<file path="src/rtl/rcu_err_counter.sv">
// rcu_err_counter: saturating framing-error counter, cleared only by n_rst
`timescale 1ns/100ps
module rcu_err_counter #(
  parameter int W = 4
) (
  input  logic         clk,
  input  logic         n_rst,
  input  logic         i_inc,
  output logic [W-1:0] o_count
);
  logic [W-1:0] r_count;
  always_ff @(posedge clk or negedge n_rst)
    if (!n_rst) r_count <= '0;
    else if (i_inc && r_count != '1) r_count <= r_count + 1'b1;
  assign o_count = r_count;
endmodule

</file>
<file path="config.mk">
export PLATFORM = sky130hd
export DESIGN_NAME = rcu_err_counter
export DESIGN_NICKNAME = d
export VERILOG_FILES = /design/src/rtl/rcu_err_counter.sv
export SDC_FILE = /design/constraint.sdc
export NUM_CORES = 1
export LEC_CHECK = 0
export ABC_AREA = 1
export BUFFER_PORTS_ARGS = -buffer_cell sky130_fd_sc_hd__buf_4
export CORE_AREA = 2 2 39 41
export DETAILED_ROUTE_END_ITERATION = 12
export DIE_AREA = 0 0 41 43
export PLACE_DENSITY = 0.34
export SYNTH_ARGS = -nofsm -noshare
export SYNTH_HDL_FRONTEND = slang
export SYNTH_SLANG_ARGS = --single-unit
</file>
<file path="constraint.sdc">
create_clock -name clk -period 1.4 [get_ports clk]
set_clock_uncertainty 0.1 [all_clocks]
set_input_delay 0.42 -clock clk [delete_from_list [all_inputs] [get_ports clk]]
set_output_delay 0.42 -clock clk [all_outputs]
set_load 0.01 [all_outputs]
</file>
==> results <==
- The flow ran to the end, but the final reports show violations.
- The final reports fail on setup timing.
- The share of layout cells above drive strength 1 is 0.500.
- During I/O placement, the number of pins put on the boundary was 7.
- In this run the tightest slew margin relative to its limit is 0.886.
- In this run the core area contains 14 standard-cell rows.
- Tracing the worst setup path back leads to its startpoint at o_count[0]$_DFFE_PN0P_.
- The most common library cell in the layout ignoring fill and taps is sky130_fd_sc_hd__nand2_1.
- Along the worst path, the maximum fanout reaches 4.
- The first-pass detailed-route iteration total is 1.
- For the finished layout, the period the worst path requires is 1400 ps.
- The number of placed instances, taps included is 48.
- The clock tree buffer depth is 2.
- The accumulated negative setup slack is -0.360 ps.
- In this run the power density over the cells is 2350 nW/um^2.
- The initial antenna violation count is 0.
- The area added between synthesis and finish is 80.6%.
- For the worst-skew pair, the clock arrives at the later sink with an insertion delay of 240 ps.
- After the last flow step, the layout net total stands at 46.
- Together, buffers and inverters on the worst path number 2.
- The detailed-route wire length is 483 um.
- The area of the placeable core is 1380 sq um.
- The clock sink total is 4.
- The delay of the slowest cell on the worst path is 400 ps.
- The required time at the endpoint of the critical path is 880 ps.
- The cell with the biggest individual delay on the critical path is sky130_fd_sc_hd__dfrtp_1.
- TritonCTS built the clock tree.
- The register with the most flip-flops in the layout has 4 of them.
- The routed layout has 218 vias.
- Entering global routing, the biggest net connects 7 pins.
- The total count of max-transition violations in the final report was 0.
- After clock tree synthesis, the clock-pin slew on the worst setup and hold paths is 40 ps.
- The finished layout holds 56 standard cells, fillers aside.
- The routed length per instance is 8.63 um.
- The ratio of routed vias to standard cells is 3.89.
- At the pin with the least slew margin, the transition time is 171 ps.
- The wire length of the first global-routing pass is 814 um.
- In the final layout, the multi-input gates occupy 103 sq um.
- The total setup violations reported at the end of the flow is 1.
- The endpoint type of the worst setup path is an output port.
- Power comes to 0.000877 W.
- The number of failing hold endpoints at the final stage was 0.
- The highest clock rate is 714 MHz.
- The leakage power of the design is 0.185 nW.
- Of all cell types, the one taking the most synthesized area is sky130_fd_sc_hd__dfrtp_1.
- The library cells used most frequently in the layout, excluding fill and tap cells, are 9 x sky130_fd_sc_hd__nand2_1, 8 x sky130_fd_sc_hd__buf_4, 4 x sky130_fd_sc_hd__buf_6.
- Summing every instance area after synthesis gives 206 sq um.
- Clock tree synthesis inserted a total of 3 buffers.
- The synthesized instance count is 24.
- The worst endpoint data arrival time is 880 ps.
- The floorplan step set the die height to 43 um.
- The top cell family by delay on the critical path is flip-flops.
- The tightest min-delay check is of the in -> reg type.
- The worst setup slack after layout is -0.360 ps.
- The startpoint of the worst register-to-register path is o_count[0]$_DFFE_PN0P_.
- The die covers 1760 sq um.
- In this run the remaining antenna-violating nets after routing total 0.
- By startpoint and endpoint, the worst setup path is classified as reg -> out.
- Routability-driven placement finished with a final weighted congestion of 0.680.
- Detailed placement ended at an HPWL of 337 um.
- After global routing the overflow that remains totals 0.
- The sequential fraction of the synthesis area is 0.485.
- Counting every net in the synthesized netlist gives 28.
- The effective utilization at floorplan is 0.149.
- Before CTS, the worst setup slack after placement is 224 ps.
- Of the available clock period, the critical path in the final layout requires 1.00.
- The post-synthesis sequential element count is 4.
- The count of inserted antenna diode cells is 0.
- The number of input and output port buffers inserted is 6.
- The clock root buffer is sky130_fd_sc_hd__clkbuf_4.
- The tool flagged a number of max-cap violations equal to 0.
- The cell that appears most often on the critical path is sky130_fd_sc_hd__buf_6.
- The via count of the first global-routing pass is 220.
- The floorplan step set the die width to 41 um.
- For this run, design rule violations remaining after detail routing come to 0.
- Setup repair after global routing could not meet its margin everywhere.
- Synthesis instantiated 12 different standard cells from the library.
- STA classifies the critical path startpoint as a register.
- Once layout is complete, the utilization of the core stands at 0.269.
- The number of DRC markers in iteration 0 is 0.
- The launch point of the worst hold path is i_inc.
- The area fraction of the dominant cell type after synthesis is 0.485.
- The number of H-tree levels is 1.
- Traced cell by cell, the critical path runs through buf_6, buf_6.
- By area the synthesized netlist is led by sky130_fd_sc_hd__dfrtp_1 48%, sky130_fd_sc_hd__nand2_1 16%, sky130_fd_sc_hd__ha_1 6.1%.
- In the global route stage, overall resource usage came out at 0.0737.
- A synthesized cell averages 8.60 sq um.
- The filler cell count in the final layout is 153.
- The number of warnings printed during yosys synthesis is 0.
- The register area is 101 sq um.
- The maximum ir drop on the vdd rail is 0.000742 V.
==> worst register-to-register path: cells and delay by family, from the launching register on <==
family                   cells  cell delay, ps
buffers and inverters        2             190
AO/OA/AOI/OAI                1             130
flip-flops                   1             400
adder cells (fa/ha/maj)      1             190
AND/OR/NAND/NOR              2             160
==> cell usage after synthesis (all sizes together) <==
cell type / count
a21oi: 1
dfrtp: 4
ha: 1
inv: 3
nand2: 10
nand3: 2
nand4: 1
o21bai: 1
xnor2: 1
==> through the flow <==
stage,hold WS [ps],area [sq um]
final,400,373
after global routing,413,373
after CTS,414,319
after detailed placement,121,287
after global placement,118,287
after floorplan,24.4,206
==> timing repair <==
item | CTS | global route
endpoints found under the hold margin | 4 | 0
hold buffers | 1 | 0
buffers inserted | 2 | 4
resized for setup | 0 | 7
pin swaps | 0 | 1
endpoints found under the setup margin | 2 | 5
==> layer usage <==
| metal | track usage | share of wire | routed length, um | vias to the layer above |
|---|---|---|---|---|
| met2 | 0.103 | 0.51 | 245 | 6 |
| met1 | 0.0719 | 0.38 | 184 | 102 |
| met3 | 0.0628 | 0.083 | 40 | 2 |
| met4 | 0.0400 | 0.025 | 12 | 0 |
| met5 | 0 | 0 | 0 | - |
| li1 | - | - | - | 108 |
==> cell families after synthesis <==
kind of cell               Yosys count  share of synthesized area
and+or+nand+nor                     13                      0.297
DFF                                  4                      0.485
buffers and inverters                3                     0.0545
AOI/OAI and AO/OA                    2                     0.0606
xor gates and xnor gates             1                     0.0424
adders and majority gates            1                     0.0606
==> area by class of cell <==
cell class | instances | share of cell area
clock buffer | 3 | 0.0604
inverter | 3 | 0.0302
multi-input combinational | 17 | 0.275
sequential | 4 | 0.272
tap | 16 | 0.0537
timing repair buffer | 13 | 0.309
==> final timing paths <==
path	to	slack [ps]	cells after the start
setup / recovery	o_count[0]	-0.4	2
hold / removal	o_count[0]$_DFFE_PN0P_	400	3
setup reg to reg	o_count[2]$_DFFE_PN0P_	110	6
hold reg to reg	o_count[3]$_DFFE_PN0P_	480	2
max in group asynchronous	o_count[2]$_DFFE_PN0P_	670	2
min in group asynchronous	o_count[0]$_DFFE_PN0P_	420	2
==> report_power, final <==
group	internal [W]	switching, W
logic	0.000296	0.000187
clock network	0.0000958	0.0000461
registers	0.000179	0.0000725
Note: power is estimated with default switching activity, not from simulation.
